$ cat config.mk
export PLATFORM = sky130hd
export DESIGN_NAME = comparator
export DESIGN_NICKNAME = d
export VERILOG_FILES = /design/src/rtl/comparator_pkg.sv /design/src/rtl/comparator_core.sv /design/src/rtl/comparator.sv
export SDC_FILE = /design/constraint.sdc
export NUM_CORES = 1
export LEC_CHECK = 0
export ABC_AREA = 1
export BUFFER_PORTS_ARGS = -buffer_cell sky130_fd_sc_hd__buf_2
export CAP_MARGIN = 0
export CORE_AREA = 2 2 39 41
export DETAILED_ROUTE_END_ITERATION = 8
export DIE_AREA = 0 0 41 43
export GPL_TIMING_DRIVEN = 0
export PLACE_DENSITY_LB_ADDON = 0.2
export SLEW_MARGIN = 5
export SYNTH_ARGS = -nofsm -noshare
export SYNTH_HDL_FRONTEND = slang
export SYNTH_SLANG_ARGS = --single-unit
$ cat constraint.sdc
create_clock -name clk -period 1.2 [get_ports clk]
set_input_delay 0.18 -clock clk [delete_from_list [all_inputs] [get_ports clk]]
set_output_delay 0.18 -clock clk [all_outputs]
set_load 0.1 [all_outputs]
$ cat src/rtl/comparator_pkg.sv
// Shared types for the registered magnitude comparator.
// Optional signed compare is enabled with COMPARATOR_SIGNED_EN.
package comparator_pkg;

    localparam int unsigned CMP_MAX_WIDTH = 32;

    typedef enum logic [1:0] {
        CMP_LT = 2'd0,
        CMP_EQ = 2'd1,
        CMP_GT = 2'd2
    } cmp_result_e;

    typedef struct packed {
        logic equal;
        logic gt;
        logic lt;
    } cmp_flags_t;

    // The unused encoding 2'b11 decodes to all-zero flags rather than X.
    function automatic cmp_flags_t cmp_decode(input cmp_result_e res);
        cmp_flags_t flags;
        flags = '0;
        unique case (res)
            CMP_LT:  flags.lt    = 1'b1;
            CMP_EQ:  flags.equal = 1'b1;
            CMP_GT:  flags.gt    = 1'b1;
            default: flags       = '0;
        endcase
        return flags;
    endfunction

endpackage

$ cat src/rtl/comparator_core.sv
// Combinational magnitude compare of a against b.
// With COMPARATOR_SIGNED_EN an is_signed input selects two's complement compare.
module comparator_core
    import comparator_pkg::*;
#(
    parameter int unsigned WIDTH = 3
) (
    input  logic [WIDTH-1:0] a,
    input  logic [WIDTH-1:0] b,
`ifdef COMPARATOR_SIGNED_EN
    input  logic             is_signed,
`endif
    output cmp_result_e      result
);

    logic sign_a;
    logic sign_b;

    // One extra bit carries the sign (or zero) so a single signed compare covers both modes.
`ifdef COMPARATOR_SIGNED_EN
    assign sign_a = is_signed & a[WIDTH-1];
    assign sign_b = is_signed & b[WIDTH-1];
`else
    assign sign_a = 1'b0;
    assign sign_b = 1'b0;
`endif

    logic signed [WIDTH:0] ext_a;
    logic signed [WIDTH:0] ext_b;

    assign ext_a = $signed({sign_a, a});
    assign ext_b = $signed({sign_b, b});

    always_comb begin
        result = CMP_EQ;
        if (ext_a < ext_b) begin
            result = CMP_LT;
        end else if (ext_a > ext_b) begin
            result = CMP_GT;
        end
    end

endmodule

$ cat src/rtl/comparator.sv
// Registered comparator: one-cycle latency, one-hot flags held while idle.
// Build with COMPARATOR_SIGNED_EN to add the is_signed input.
module comparator
    import comparator_pkg::*;
#(
    parameter int unsigned WIDTH = 3
) (
    input  logic             clk,
    input  logic             rst_n,
    input  logic             in_valid,
    input  logic [WIDTH-1:0] a,
    input  logic [WIDTH-1:0] b,
`ifdef COMPARATOR_SIGNED_EN
    input  logic             is_signed,
`endif
    output logic             out_valid,
    output logic             equal,
    output logic             gt,
    output logic             lt
);

    cmp_result_e result_d;
    cmp_result_e result_q;
    logic        out_valid_q;
    logic        seen_q;
    cmp_flags_t  flags;

    comparator_core #(
        .WIDTH (WIDTH)
    ) u_core (
        .a         (a),
        .b         (b),
`ifdef COMPARATOR_SIGNED_EN
        .is_signed (is_signed),
`endif
        .result    (result_d)
    );

    always_ff @(posedge clk) begin
        if (!rst_n) begin
            out_valid_q <= 1'b0;
            seen_q      <= 1'b0;
            result_q    <= CMP_EQ;
        end else begin
            out_valid_q <= in_valid;
            if (in_valid) begin
                result_q <= result_d;
                seen_q   <= 1'b1;
            end
        end
    end

    // Flags stay low until the first sample after reset has been captured.
    always_comb begin
        flags = '0;
        if (seen_q) begin
            flags = cmp_decode(result_q);
        end
    end

    assign out_valid = out_valid_q;
    assign equal     = flags.equal;
    assign gt        = flags.gt;
    assign lt        = flags.lt;

    a_flags_onehot0 : assert property (@(posedge clk) $onehot0({equal, gt, lt}));
    a_flags_onehot  : assert property (@(posedge clk) seen_q |-> $onehot({equal, gt, lt}));

endmodule

# Word level (Yosys, flattened, before mapping)
# Index checks and enable logic that the tools add are counted.
[classes]
order_cmp = 2
eq_ne = 2
n_mux = 6
n_reduce_logical = 1
[ops]
columns = ["op", "count"]
rows = [
  ["$mux W2", 2],
  ["$gt A3 B3 Y1", 1],
  ["$lt A3 B3 Y1", 1],
  ["$mux W1", 3],
  ["$mux W3", 1],
  ["$eq A2 B1 Y1 const B", 1],
  ["$eq A2 B2 Y1 const B", 1],
  ["$logic_not A2 Y1", 1],
]
[word_totals]
regBits = 4
input_bits = 9
wordCells = 14

# Longest topological paths before layout
# Gate-level depths: netlist of run 1.
[depth]
ltp_word = 3
mapped_depth = 7
mapped_depth_nobuf = 7

# Hierarchy
# From an unflattened synthesis of run 1, not the netlist that was laid out.
[hier_totals]
cells_unflattened = 39
hier_area_um2 = 250.2
[modules_own_cells]
columns = ["module", "instances", "cells_each", "area_per_inst_um2"]
rows = [
  ["comparator", 1, 23, 160.2],
  ["comparator_core", 1, 16, 90.1],
]

# Worst setup path before layout of run 1
# OpenSTA, ideal clock, no wires.
[synth_path]
path_kind = "register to output"
startpoint = "reg result_q[0]"
endpoint = "out equal"
t_arrival_ns = 2.426
required_time_ns = 1.020
path_slack_ns = -1.406
path_stages_with_launch = 3
path_buffers = 0
path_cell_list = "dfxtp_1 > inv_1 > nor3_1"
[synth_via]
elab_chain_cells = 3
[synth_rtl]
columns = ["element", "line", "source"]
rows = [
  ["start, declared", "comparator.sv:23", "cmp_result_e result_q;"],
  ["start signal, assigned", "comparator.sv:47", "result_q <= result_d;"],
  ["$eq A2 B1 Y1", "comparator_pkg.sv:23", "unique case (res)"],
  ["$mux W1", "comparator_pkg.sv:23", ""],
  ["$mux W3", "comparator.sv:56", "if (seen_q) begin"],
  ["end, declared", "comparator.sv:17", "output logic equal,"],
]
# Every way passes these cells.

# Worst setup path after layout of run 1
[layout_path]
startpoint = "reg seen_q"
endpoint = "out equal"
[layout_via]
elab_chain_cells = 1
[layout_rtl]
columns = ["element", "line", "source"]
rows = [
  ["start, declared", "comparator.sv:25", "logic seen_q;"],
  ["start signal, assigned", "comparator.sv:42", "seen_q <= 1'b0;"],
  ["start signal, assigned", "comparator.sv:48", "seen_q <= 1'b1;"],
  ["$mux W3", "comparator.sv:56", ""],
]
# Every way passes these cells.

==> metrics, run 1 <==
Reg-to-Reg End result_q[1]; final net count 63; top-area cell type share of the netlist area between 30% and 40%; Hold Crit Class input pin to register; commonest cells after routing, fill and taps aside buf_2 (9), inv_1 (7), nand2_1 (5); root buffer cell clkbuf_4; gr ovfl total 0; DRT iter0 DRCs 4; Die ar. about 0.0018 mm2; cts bufs inserted 3; crit path to equal; post-route ant nets 0; Maximum Capacitance Violations 0; critical path data arrival time 1.02 ns; Synth cell types 10; total track usage 7.04%; final setup vio count 0; WP data required 1.02 ns; Die Y 43 um; worst clock skew 0 ns; clk sinks 4; Post-Synthesis Cells 33; antenna cells 0; row count 14; Slew HR 68.1%; non-filler cells, final 65; Highest Clock Rate roughly 840 MHz; port bufs 12; Via density 3.83; Starting Density approximately 17%; # hold bufs at CTS 0; routability cong. 0.733; Reg2Reg Depth 2; power density cells 1120 mW/mm2; dpl cell area 347 um2; post-synthesis net count 45; clk_lat worst skew 0.23 ns; Syn Area/Cell 6.98 um2; final hold vios 0; post-synthesis sequential area ratio 34.8%; WL/cell 7.25 um; commonest non-fill, non-tap cell in the layout buf_2; Synth area leaders dfxtp_1 (35%), ha_1 (16%), inv_1 (15%); Die W 41 um; Worst R2R Start result_q[1]; I/O pins 13; CTS tree yes; worst slew pin tran 0.482 ns; flops & latches, synth 4; Leakage Power 0.219 nW; H-Tree Depth 1; global-route wire length before repair ~850 um; largest net degree at the start of global routing 5; critical path class register to primary output; Core Footprint 0.00138 mm2; Area growth syn-to-layout 87.5%; crit start category register; final slew viol count 0; Tmin final 1.20 ns; CP Launch Point seen_q; maximum VDD drop 364 uV; via count between 200 and 250; clock buffer depth 2; First-pass DRT Iterations 3; vias in the first global route ~250; clock-pin slew on the worst setup and hold paths 0.04 ns; worst-path maximum fanout 4; DP Wirelength 398 um; fin crit share between 90% and 100%; worst reg-to-reg setup slack 0.49 ns; outcome completed; Synth area leader dfxtp_1; mapped cell area between 200 and 250 um2; nature of the critical path endpoint primary output; drt drc 0; placed cells 61; RSZ-0062 raised after global routing true; final WL 471 um; Syn. warnings 0; design area approximately 430 um2; initial antenna violation count 0; share of cells above drive strength 1 53.1%
==> worst min path at each step <==
stage / start / end / slack, ns / cells past startpoint
CTS: in_valid / result_q[1] / 0.16 / 2
finish: in_valid / result_q[1] / 0.16 / 2
global route: in_valid / result_q[1] / 0.16 / 2
detailed placement: in_valid / result_q[1] / 0.40 / 2
global placement: in_valid / result_q[1] / 0.40 / 2
floorplan: in_valid / result_q[1] / 0.26 / 1
==> flip-flops by register name, summed over array words and instances (netlist names) <==
register	count
out_valid	1
result_q	2
seen_q	1
==> repair_timing <==
action                     in CTS  in global routing
buffers inserted                1                  0
pin swaps                       3                  0
resized for setup              15                  1
setup endpoints to repair       3                  3
==> metrics by stage <==
| stage | setup slack (ns) | TNS, ns | total power, mW | utilization, % | hold WS, ns |
|---|---|---|---|---|---|
| after floorplan | -0.173 | -0.324 | 0.266 | - | 0.257 |
| after global routing | -0.0377 | -0.0651 | 0.513 | 31.2 | 0.160 |
| after global placement | 0.0113 | 0 | 0.296 | 25.0 | 0.400 |
| after CTS | -0.00338 | -0.00338 | 0.487 | 31.0 | 0.159 |
| after detailed placement | 0.00558 | 0 | 0.297 | 25.0 | 0.401 |
| final | 0.00343 | 0 | 0.482 | 31.2 | 0.162 |
==> Yosys cell counts <==
cell	count
nor3_1	2
dfxtp_1	4
ha_1	3
nand2_1	6
o21ai_0	2
a21oi_1	2
nor2_1	2
a21oi_2	1
inv_1	9
nand3_1	2
==> report_power, final <==
part           internal (mW)  total [mW]  switching (mW)
clock                  0.112       0.163          0.0515
sequential             0.146       0.160          0.0146
combinational         0.0593       0.159          0.0994
==> final cells by class <==
type,instances,area [um2]
Fill cell,151,952
Multi-Input combinational cell,20,149
Timing Repair Buffer,13,113
Sequential cell,4,88.8
Inverter,9,38.8
Clock buffer,3,22.5
Tap cell,16,20.0
==> cells by family after synthesis <==
logic type	count (synthesis)	synth area share (%)
buf+inv	9	14.7
simple gates	12	21.7
flops	4	34.8
fa+ha+maj	3	16.3
compound gates	5	12.5
==> layer usage <==
metal  routed length [um]  vias to the layer above  part of all wire (%)  global-route usage (%)
met5                    0                        -                     0                       0
met4                    0                        0                     0                    4.00
met3                   18                        0                   3.8                    3.14
met2                  243                        9                    52                    10.9
met1                  208                      104                    44                    7.42
li1                     -                      136                     -                       -
==> critical path: stages, from the launching register on <==
cell	delay, ns
dfxtp_2	0.33
inv_4	0.05
nor3_4	0.21
buf_12	0.20
(Power assumes the default switching activity.)
==> inputs of run 2 (changes only) <==
- CELL_PAD_IN_SITES_DETAIL_PLACEMENT: unset -> 1
- CELL_PAD_IN_SITES_GLOBAL_PLACEMENT: unset -> 2
- TNS_END_PERCENT: unset -> 20
==> run 2 against run 1 <==
Against the previous run: the flow now finishes with violations (setup timing); maximum frequency decreased by 1.6%; first-iteration DRC count decreased by 100%; utilization decreased by 0.99 points; sequential power about the same; flip-flop and latch count unchanged; count of clock-buffer cells in the layout unchanged; global-route usage increased by 3.7 points; power increased by 0.49%; design area decreased by 3.2%; die area unchanged; via count increased by 8.0%; non-clock buffer count decreased by 1.
==> metrics, run 2 (synthesis gave the netlist of run 1 again) <==
antenna cells 0 (unchanged); Die ar. 0.00176 mm2 (unchanged); Leakage Power 0.212 nW (-2.8%); Maximum Capacitance Violations 0 (unchanged); Reg2Reg Depth 2 (unchanged); global-route wire length before repair 1150 um (+35%); final setup vio count 1 (+1); crit start category register; clock-pin slew on the worst setup and hold paths 0.04 ns (about the same); DRT iter0 DRCs 0 (-4); largest net degree at the start of global routing 5 (unchanged); vias in the first global route 300 (+20%); H-Tree Depth 1 (unchanged); outcome finished, violations left; power density cells 1160 mW/mm2 (+3.8%); GR Util met2 19.1% (+8.1 points); RSZ-0062 raised after global routing true; gr ovfl total 0 (unchanged); max reg flops 2 (unchanged); Highest Clock Rate 822 MHz (-1.6%); clk sinks 4 (unchanged); worst setup margin -0.0158 ns (-0.0193 ns); critical path data arrival time 1.04 ns (+0.02 ns); Slowest cell on crit path dfxtp_4; Crit path max-delay family flip-flops; DP Wirelength 599 um (+51%); port bufs 12 (unchanged); worst slew pin tran 0.485 ns (+0.00303 ns); worst reg-to-reg setup slack 0.49 ns (about the same); Worst R2R Start result_q[1]; post-CTS setup buffer count 0 (-1); I/O pins 13 (unchanged); root buffer cell clkbuf_4; commonest cells after routing, fill and taps aside buf_2 (9), inv_1 (7), nand2_1 (6); Hold Crit Class input pin to register; hold path depth 2 (unchanged); Slew HR 67.9% (-0.20 points); total track usage 10.7% (+3.7 points); drt drc 0 (unchanged); Buf/Inv on CP 2 (unchanged); met3 usage 3.14% (unchanged); share of cells above drive strength 1 47.9% (-5.1 points); Crit. path cell count 3 (unchanged); worst clock skew 0 ns (unchanged); Die Y 43 um (unchanged); cts bufs inserted 3 (unchanged); row count 14 (unchanged); final slew viol count 0 (unchanged); Via density 4.20 (+9.7%); via count 269 (+8.0%); Die W 41 um (unchanged); most used routing layer met2; placed cells 61 (unchanged); WP data required 1.02 ns (about the same); Tmin final 1.22 ns (+0.0193 ns); initial antenna violation count 0 (unchanged); nature of the critical path endpoint primary output; WL/cell 10.6 um (+47%); design area 418 um2 (-3.2%); commonest non-fill, non-tap cell in the layout buf_2; Most flops, register result_q; CTS tree yes; maximum VDD drop 220 uV (-40%); First-pass DRT Iterations 1 (-2); clk_lat worst skew 0.23 ns (about the same); Slowest Stage Delay on Critical Path 0.37 ns (+0.04 ns); M1 GR Usage 7.01% (-0.41 points); Reg-to-Reg End result_q[1]; Final Util 30.2% (-0.99 points); fin crit share 101% (+1.6 points); Fillers 174 (+15%); final net count 62 (-1.6%); worst-path maximum fanout 3 (-1); clock buffer depth 2 (unchanged); Area growth syn-to-layout 81.5%; post-route ant nets 0 (unchanged); # hold bufs at CTS 0 (unchanged); crit path to equal; CP Launch Point result_q[0]; final WL 681 um (+45%); worst-path cell chain inv_4 > nor3_4 > buf_12; dpl cell area 342 um2 (-1.4%); Place WS -0.102 ns (-0.108 ns); routability cong. 0.618 (-16%); violated checks setup timing; Core Footprint 0.00138 mm2 (unchanged); final hold vios 0 (unchanged); non-filler cells, final 64 (-1.5%); Starting Density 16.6% (unchanged); critical path class register to primary output
[run 2: how the worst min path moves through the flow]
stage / start / end
after floorplan: in_valid / result_q[1]
after CTS: in_valid / result_q[1]
final: in_valid / result_q[1]
after detailed placement: in_valid / result_q[1]
after global routing: in_valid / result_q[1]
after global placement: in_valid / result_q[1]
[run 2: layer usage]
metal | share of wire, % | routed length (um)
met2 | 59 | 405
met3 | 1.8 | 12
met5 | 0 | 0
met4 | 4.3 | 29
met1 | 34 | 233
[run 2: final cells by class]
cell class              instances  area [um2]  area share, %
multi-input cells              20         146           35.0
repair buffers                 12         105           25.1
flip-flops and latches          4        87.6           21.0
inverters                       9        36.3           8.68
clock buffers                   3        22.5           5.39
well taps                      16        20.0           4.79
[run 2: per-stage QoR]
step	total power, mW	setup TNS (ns)	hold slack, ns
finish	0.485	-0.0158	0.153
global route	0.513	-0.111	0.171
CTS	0.496	-0.0552	0.153
detailed placement	0.299	-0.102	0.409
global placement	0.292	-0.0717	0.404
floorplan	0.263	-0.325	0.264
[run 2: report_power, final]
group | internal (mW) | total (mW) | switching (mW) | leakage (nW)
Sequential | 0.145 | 0.160 | 0.0145 | 0.0343
Clock | 0.112 | 0.167 | 0.0553 | 0.0138
Combinational | 0.0559 | 0.158 | 0.102 | 0.164
Total | 0.313 | 0.485 | 0.172 | 0.212
[run 2: repair_timing]
action | in CTS | in global routing
setup endpoints to repair | 3 | 3
endpoints found under the hold margin | 0 | 0
pin swaps | 1 | 0
gates resized for setup | 16 | 1
